--- src/rtl/tetris_input_arbiter_pkg.sv ---
// tetris_input_arbiter_pkg: shared command encoding, UART key constants and key decode
package tetris_input_arbiter_pkg;
  typedef enum logic [3:0] {
    CMD_NONE    = 4'd0,
    CMD_LEFT    = 4'd1,
    CMD_RIGHT   = 4'd2,
    CMD_DOWN    = 4'd3,
    CMD_ROTATE  = 4'd4,
    CMD_DROP    = 4'd5,
    CMD_HOLD    = 4'd6,
    CMD_PAUSE   = 4'd7,
    CMD_RESTART = 4'd8
  } cmd_type_t;
  localparam logic [7:0] KEY_LEFT    = 8'h61;
  localparam logic [7:0] KEY_RIGHT   = 8'h64;
  localparam logic [7:0] KEY_DOWN    = 8'h73;
  localparam logic [7:0] KEY_ROTATE  = 8'h77;
  localparam logic [7:0] KEY_DROP    = 8'h20;
  localparam logic [7:0] KEY_HOLD    = 8'h63;
  localparam logic [7:0] KEY_PAUSE   = 8'h70;
  localparam logic [7:0] KEY_RESTART = 8'h72;
  // Only A-Z are folded to lower case; folding every byte would alias e.g. 0x00 onto space.
  function automatic cmd_type_t decode_key(input logic [7:0] b);
    logic [7:0] l;
    l = (b >= 8'h41 && b <= 8'h5a) ? (b | 8'h20) : b;
    case (l)
      KEY_LEFT:    return CMD_LEFT;
      KEY_RIGHT:   return CMD_RIGHT;
      KEY_DOWN:    return CMD_DOWN;
      KEY_ROTATE:  return CMD_ROTATE;
      KEY_DROP:    return CMD_DROP;
      KEY_HOLD:    return CMD_HOLD;
      KEY_PAUSE:   return CMD_PAUSE;
      KEY_RESTART: return CMD_RESTART;
      default:     return CMD_NONE;
    endcase
  endfunction
endpackage

--- src/rtl/tetris_input_arbiter_btn_debounce.sv ---
// btn_debounce: 2-FF synchroniser, debounce counter and optional auto-repeat timer
// Ports: clk, reset_n (async active-low), btn_raw (async button), event_o (press/repeat pulse)
// Macro TETRIS_AUTO_REPEAT_EN adds the repeat timer, enabled per instance by REPEAT_EN.
module btn_debounce #(
  parameter int DEBOUNCE_CYC = 1_000_000
`ifdef TETRIS_AUTO_REPEAT_EN
  ,
  parameter int REPEAT_DELAY_CYC = 15_000_000,
  parameter int REPEAT_RATE_CYC  = 5_000_000,
  parameter bit REPEAT_EN        = 1'b1
`endif
) (
  input  logic clk,
  input  logic reset_n,
  input  logic btn_raw,
  output logic event_o
);
  localparam int DW = $clog2(DEBOUNCE_CYC + 1);
  logic [1:0]    sync_q;
  logic          level_q, level_d, rise;
  logic [DW-1:0] cnt_q, cnt_d;
  always_comb begin
    level_d = level_q;
    cnt_d   = '0;
    if (sync_q[1] != level_q) begin
      if (cnt_q == DW'(DEBOUNCE_CYC - 1)) level_d = sync_q[1];
      else cnt_d = cnt_q + 1'b1;
    end
  end
  assign rise = level_d & ~level_q;
  always_ff @(posedge clk or negedge reset_n) begin
    if (!reset_n) begin
      sync_q  <= '0;
      level_q <= 1'b0;
      cnt_q   <= '0;
    end else begin
      sync_q  <= {sync_q[0], btn_raw};
      level_q <= level_d;
      cnt_q   <= cnt_d;
    end
  end
`ifdef TETRIS_AUTO_REPEAT_EN
  localparam int RW = $clog2(REPEAT_DELAY_CYC + 1);
  logic [RW-1:0] rep_q, rep_d;
  logic          rep_hit;
  // rep_q holds cycles since the press; after each hit it is rewound so the next
  // hit lands REPEAT_RATE_CYC cycles later.
  assign rep_hit = REPEAT_EN && level_q && rep_q == RW'(REPEAT_DELAY_CYC);
  assign rep_d   = rise ? RW'(1) : !level_q ? '0 :
                   rep_hit ? RW'(REPEAT_DELAY_CYC - REPEAT_RATE_CYC + 1) : rep_q + 1'b1;
  always_ff @(posedge clk or negedge reset_n) begin
    if (!reset_n) rep_q <= '0;
    else rep_q <= rep_d;
  end
  assign event_o = rise | rep_hit;
`else
  assign event_o = rise;
`endif
endmodule

--- src/rtl/tetris_input_arbiter.sv ---
// tetris_input_arbiter: merges debounced buttons and UART keys into a command FIFO
// Ports: clk, reset_n (async active-low), usr_btn[3:0] {LEFT,DOWN,ROTATE,RIGHT},
//        rx_valid/rx_data (UART byte), cmd_ready/cmd_valid/cmd (show-ahead FIFO head),
//        drop_cnt (saturating count of events lost to an occupied pending slot)
// Macro TETRIS_AUTO_REPEAT_EN enables auto-repeat on LEFT/RIGHT/DOWN buttons.
module tetris_input_arbiter
  import tetris_input_arbiter_pkg::*;
#(
  parameter int DEBOUNCE_CYC = 1_000_000,
`ifdef TETRIS_AUTO_REPEAT_EN
  parameter int REPEAT_DELAY_CYC = 15_000_000,
  parameter int REPEAT_RATE_CYC  = 5_000_000,
`endif
  parameter int FIFO_DEPTH = 4
) (
  input  logic       clk,
  input  logic       reset_n,
  input  logic [3:0] usr_btn,
  input  logic       rx_valid,
  input  logic [7:0] rx_data,
  input  logic       cmd_ready,
  output logic       cmd_valid,
  output logic [3:0] cmd,
  output logic [7:0] drop_cnt
);
  localparam int AW = $clog2(FIFO_DEPTH);
  logic [3:0]    btn_ev;
  for (genvar i = 0; i < 4; i++) begin : g_btn
    btn_debounce #(
      .DEBOUNCE_CYC(DEBOUNCE_CYC)
`ifdef TETRIS_AUTO_REPEAT_EN
      ,
      .REPEAT_DELAY_CYC(REPEAT_DELAY_CYC),
      .REPEAT_RATE_CYC(REPEAT_RATE_CYC),
      .REPEAT_EN(i != 1)
`endif
    ) u_btn (
      .clk(clk),
      .reset_n(reset_n),
      .btn_raw(usr_btn[i]),
      .event_o(btn_ev[i])
    );
  end
  cmd_type_t     rx_cmd, ucmd_q, ucmd_d, wr_cmd;
  cmd_type_t     mem_q [FIFO_DEPTH];
  cmd_type_t     mem_d [FIFO_DEPTH];
  logic [4:0]    pend_q, pend_d, ev, grant, wr, drop;
  logic [7:0]    drop_q, drop_d;
  logic [8:0]    drop_sum;
  logic [AW-1:0] wp_q, wp_d, rp_q, rp_d;
  logic [AW:0]   cnt_q, cnt_d;
  logic          push, pop, full;
  // Source 0 is the UART, sources 1..4 are buttons 0..3; lowest index wins.
  assign rx_cmd   = decode_key(rx_data);
  assign ev       = {btn_ev, rx_valid && rx_cmd != CMD_NONE};
  assign grant    = pend_q & (~pend_q + 5'd1);
  assign full     = cnt_q == (AW + 1)'(FIFO_DEPTH);
  assign pop      = cmd_valid && cmd_ready;
  assign push     = |grant && (!full || pop);
  assign wr       = push ? grant : '0;
  assign wr_cmd   = grant[0] ? ucmd_q : grant[1] ? CMD_RIGHT : grant[2] ? CMD_ROTATE :
                    grant[3] ? CMD_DOWN : CMD_LEFT;
  // A slot being written this cycle is free again, so a new event there is kept.
  assign drop     = ev & pend_q & ~wr;
  assign drop_sum = 9'(drop_q) + 9'($countones(drop));
  always_comb begin
    pend_d = (pend_q & ~wr) | ev;
    ucmd_d = (ev[0] && !drop[0]) ? rx_cmd : ucmd_q;
    drop_d = drop_sum[8] ? 8'hff : drop_sum[7:0];
    mem_d  = mem_q;
    if (push) mem_d[wp_q] = wr_cmd;
    wp_d   = wp_q + AW'(push);
    rp_d   = rp_q + AW'(pop);
    cnt_d  = cnt_q + (AW + 1)'(push) - (AW + 1)'(pop);
  end
  always_ff @(posedge clk or negedge reset_n) begin
    if (!reset_n) begin
      pend_q <= '0;
      ucmd_q <= CMD_NONE;
      drop_q <= '0;
      mem_q  <= '{default: CMD_NONE};
      wp_q   <= '0;
      rp_q   <= '0;
      cnt_q  <= '0;
    end else begin
      pend_q <= pend_d;
      ucmd_q <= ucmd_d;
      drop_q <= drop_d;
      mem_q  <= mem_d;
      wp_q   <= wp_d;
      rp_q   <= rp_d;
      cnt_q  <= cnt_d;
    end
  end
  assign cmd_valid = cnt_q != '0;
  assign cmd       = cmd_valid ? mem_q[rp_q] : CMD_NONE;
  assign drop_cnt  = drop_q;
endmodule

--- config.mk ---
export PLATFORM = sky130hd
export DESIGN_NAME = tetris_input_arbiter
export DESIGN_NICKNAME = d
export VERILOG_FILES = /design/src/rtl/tetris_input_arbiter_pkg.sv /design/src/rtl/tetris_input_arbiter_btn_debounce.sv /design/src/rtl/tetris_input_arbiter.sv
export SDC_FILE = /design/constraint.sdc
export NUM_CORES = 1
export LEC_CHECK = 0
export BUFFER_PORTS_ARGS = -buffer_cell sky130_fd_sc_hd__clkbuf_2
export CORE_MARGIN = 2
export CORE_UTILIZATION = 50
export DETAILED_ROUTE_END_ITERATION = 10
export PLACE_DENSITY = 0.75
export SETUP_SLACK_MARGIN = 0.5
export SKIP_LAST_GASP = 1
export SYNTH_ARGS = -nofsm -noshare
export SYNTH_HDL_FRONTEND = slang
export SYNTH_HIERARCHICAL = 1
export SYNTH_SLANG_ARGS = --single-unit
--- constraint.sdc ---
create_clock -name clk -period 9.5 [get_ports clk]
set_clock_uncertainty 0.1 [all_clocks]
set_input_delay 0.95 -clock clk [delete_from_list [all_inputs] [get_ports clk]]
set_output_delay 0.95 -clock clk [all_outputs]
set_load 0.005 [all_outputs]
==> impl_metrics.ini <==
[status]
outcome = finished, final reports clean

[critical_path]
rrSetupSlack_ns = 5.24
crit_path_end_kind = flip-flop
critPathKind = in2reg
worstReg2RegStart = g_btn[1].u_btn/cnt_q[0]
worstRegToRegCells = 16
critPathCapture = drop_cnt[6]
worstSetupStartpoint = rx_data[0]
crit_required_ns = 9.70
critical_path_arrival_ns = 4.97
timing.critical_path.from_type = primary input
rr_endpoint = drop_cnt[6]
path_max_fanout = 10

[detailed_routing]
post-route-drc-count = 0
detail_route.vias_per_cell = 5.71
detailedRoute.firstPassIterationCount = 7
drt_iter0_drc = 360
drt-total-wl_um = 13000
detail_route.wl_per_cell_um = 15.0
num_vias = 4952
drtAntennaViolNets = 0

[final_layout]
fillCellCount = 1070
flow.area_growth_from_synthesis_pct = 13.5
register_area_um2 = 3300
multiInputGateArea_um2 = 3120
drive_gt1_share_pct = 17.8
num-nets-final = 710
n_antenna_cell = 0

[yosys]
yosys-top-cells-area = sky130_fd_sc_hd__dfrtp_1 49%, sky130_fd_sc_hd__mux2_2 3.9%, sky130_fd_sc_hd__nor2_1 3.8%
synth.net_count = 683
part_of_the_yosys_area_used_for_sequential_elements_pct = 49.4
syn-instance-count = 651
synth_enable_flop_cells = 0
ys_top_cells_by_count = 132 x sky130_fd_sc_hd__dfrtp_1, 68 x sky130_fd_sc_hd__nor2_1, 39 x sky130_fd_sc_hd__inv_1, 37 x sky130_fd_sc_hd__a21oi_1
fraction_of_synthesized_cell_area_taken_by_the_top_area_cell_type_pct = 49.4
most_common_flop_cell_mapped_by_yosys = sky130_fd_sc_hd__dfrtp_1
synth.largest_area_cell = sky130_fd_sc_hd__dfrtp_1
yosysMostFrequentCell = sky130_fd_sc_hd__dfrtp_1
syn-cell-area_um2 = 6680
post_synth.cell_area_avg_um2 = 10.3
asyncSetResetFlopFracSynth_pct = 100
yosys_warnings = 6
yosysUniqueCellTypes = 57
ys_ff_latch = 132

[grt]
grt_first_pass_wirelength_um = 22500
largest_net_degree_at_the_start_of_global_routing = 72
antenna_found_initial = 0
grtUsageTotal_pct = 19.6
grt-ovfl-total = 0
grt_pass1_vias = 4862

[hold_path]
holdCritStartpoint = g_btn[0].u_btn/sync_q[0]
hp-class = reg2reg

[power]
power.density_nw_per_um2 = 191
power.leakage_nw = 3.25
largest_voltage_drop_on_the_vdd_net_uv = 138

[floorplan]
design.core.area_um2 = 13100
rows = 42
boundaryPins = 29
die-height_um = 120
die_x_um = 120
die_area_um2 = 14300
floorplan.initialDensity_pct = 50.9

[clock_network]
cts_repair_resize_count = 0
clkTransAtPathRegs_ns = 0.06
cts_sinks = 132
worst_skew_pair.late_latency_ns = 0.42
number_of_h_tree_branching_levels = 4
ctsRootBufferMaster = sky130_fd_sc_hd__clkbuf_16
cts_buffer_depth = 2
tritoncts = done
postCtsSetupRepairBufs = 0
cts_buffers = 17
cts.hold.buffers_added = 0

[placement]
dpl.hpwl_um = 8900
gp_congestion = 0.867
port_buffers = 28

[timing]
final_hold_viol_count = 0
timing_worst_slew_pin_value_ns = 0.894
relSlewSlack_pct = 40.4
timing.final.crit_share_pct = 50.3
grt_setup_unrepaired = no
final_period_minus_worst_setup_slack_ns = 4.77
finalSetupViolCount = 0
maxSlewViolCount = 0
hold_slack_ns = 0.250
maximum_clock_frequency_mhz = 209
setup_total_negative_slack_ns = 0

[job]
max_cap_viol_count = 0
-- how the worst min path moves through the flow --
| stage | end | slack [ns] | cells after the start |
|---|---|---|---|
| 3_3_place_gp | g_btn[0].u_btn/sync_q[1] | 0.24 | 0 |
| 2_1_floorplan | g_btn[0].u_btn/sync_q[1] | 0.23 | 0 |
| 5_1_grt | g_btn[0].u_btn/sync_q[1] | 0.26 | 0 |
| 3_5_place_dp | g_btn[0].u_btn/sync_q[1] | 0.24 | 0 |
| 6_report | g_btn[0].u_btn/sync_q[1] | 0.25 | 0 |
| 4_1_cts | g_btn[0].u_btn/sync_q[1] | 0.25 | 0 |
-- registers in the layout, indices dropped and copies added, names as in the netlist --
register and count:
cnt_q 3, drop_cnt 8, g_btn.u_btn/cnt_q 80, g_btn.u_btn/level_q 4
g_btn.u_btn/sync_q 8, mem_q 16, pend_q 5, rp_q 2
ucmd_q 4, wp_q 2
-- layer usage --
layer	GRT usage, %	share of wire (%)	up-vias	routed length (um)
met4	8.97	2.3	0	303
met1	24.3	43	2458	5590
met2	32.4	51	107	6610
met3	4.90	3.7	29	485
met5	0	0	-	0
li1	-	-	2358	-
-- cells in the final DEF, fill, tap and decap left out, types with 5 or more instances in the layout --
cell type                   count
sky130_fd_sc_hd__buf_4          6
sky130_fd_sc_hd__nor2_1        68
sky130_fd_sc_hd__clkbuf_16     17
sky130_fd_sc_hd__a21oi_1       37
sky130_fd_sc_hd__and3_1         7
sky130_fd_sc_hd__or4_1         21
sky130_fd_sc_hd__inv_1         39
sky130_fd_sc_hd__o31ai_1       13
sky130_fd_sc_hd__clkbuf_2      27
sky130_fd_sc_hd__dfrtp_1      132
sky130_fd_sc_hd__nand4_1       12
sky130_fd_sc_hd__nand2_1       29
sky130_fd_sc_hd__ha_1          12
sky130_fd_sc_hd__mux2_2        23
sky130_fd_sc_hd__nor2b_1        8
sky130_fd_sc_hd__and3b_1        5
sky130_fd_sc_hd__or3_1          8
sky130_fd_sc_hd__nand3_1       32
sky130_fd_sc_hd__nor4_1         8
sky130_fd_sc_hd__o21ai_0       28
sky130_fd_sc_hd__nor3_1        11
sky130_fd_sc_hd__nand2b_1       5
sky130_fd_sc_hd__xor2_1        26
sky130_fd_sc_hd__or3_2         12
sky130_fd_sc_hd__xnor2_1       27
-- critical path: stages --
cell and delay [ns]:
sky130_fd_sc_hd__clkbuf_2 0.18, sky130_fd_sc_hd__or4_4 0.57, sky130_fd_sc_hd__a211oi_1 0.34, sky130_fd_sc_hd__a21oi_1 0.11
sky130_fd_sc_hd__nor3_1 0.25, sky130_fd_sc_hd__fa_1 0.49, sky130_fd_sc_hd__fa_1 0.55, sky130_fd_sc_hd__ha_1 0.19
sky130_fd_sc_hd__inv_1 0.06, sky130_fd_sc_hd__fa_1 0.37, sky130_fd_sc_hd__nor2b_1 0.19, sky130_fd_sc_hd__o21ai_0 0.20
sky130_fd_sc_hd__nor2_1 0.17, sky130_fd_sc_hd__mux2_2 0.35
-- final cells by class --
| cell class | count | share of cell area, % |
|---|---|---|
| multi-input cells | 455 | 41.2 |
| clock buffers | 23 | 6.43 |
| inverters | 39 | 1.93 |
| repair buffers | 33 | 2.37 |
| well taps | 176 | 2.90 |
| clock inverters | 9 | 1.65 |
| flip-flops and latches | 132 | 43.5 |
-- through the flow --
step | total power [mW] | instances | cell area, um^2 | setup slack (ns) | utilization, %
CTS | 1.46 | 867 | 7590 | 4.76 | 57.8
detailed placement | 0.787 | 835 | 6970 | 4.36 | 53.1
global route | 1.51 | 867 | 7590 | 4.46 | 57.8
finish | 1.45 | 867 | 7590 | 4.73 | 57.8
global placement | 0.775 | 835 | 6970 | 4.49 | 53.1
floorplan | 0.733 | 651 | 6680 | 4.78 | -
-- kinds of logic (layout without fill, tap and decap cells) --
kind of cell | after synthesis | count (layout) | share of synthesized area, %
AO/OA/AOI/OAI | 100 | 100 | 9.40
XOR/XNOR | 53 | 53 | 6.95
flip-flops | 132 | 132 | 49.4
AND/OR/NAND/NOR | 258 | 258 | 21.6
multiplexers | 28 | 28 | 5.37
buffers and inverters | 64 | 104 | 3.84
adder cells (fa/ha/maj) | 16 | 16 | 3.44
-- power by group --
part	internal, mW	switching (mW)
clock	0.438	0.234
combinational	0.0683	0.0660
sequential	0.601	0.0416
Note: power is estimated with default switching activity, not from simulation.
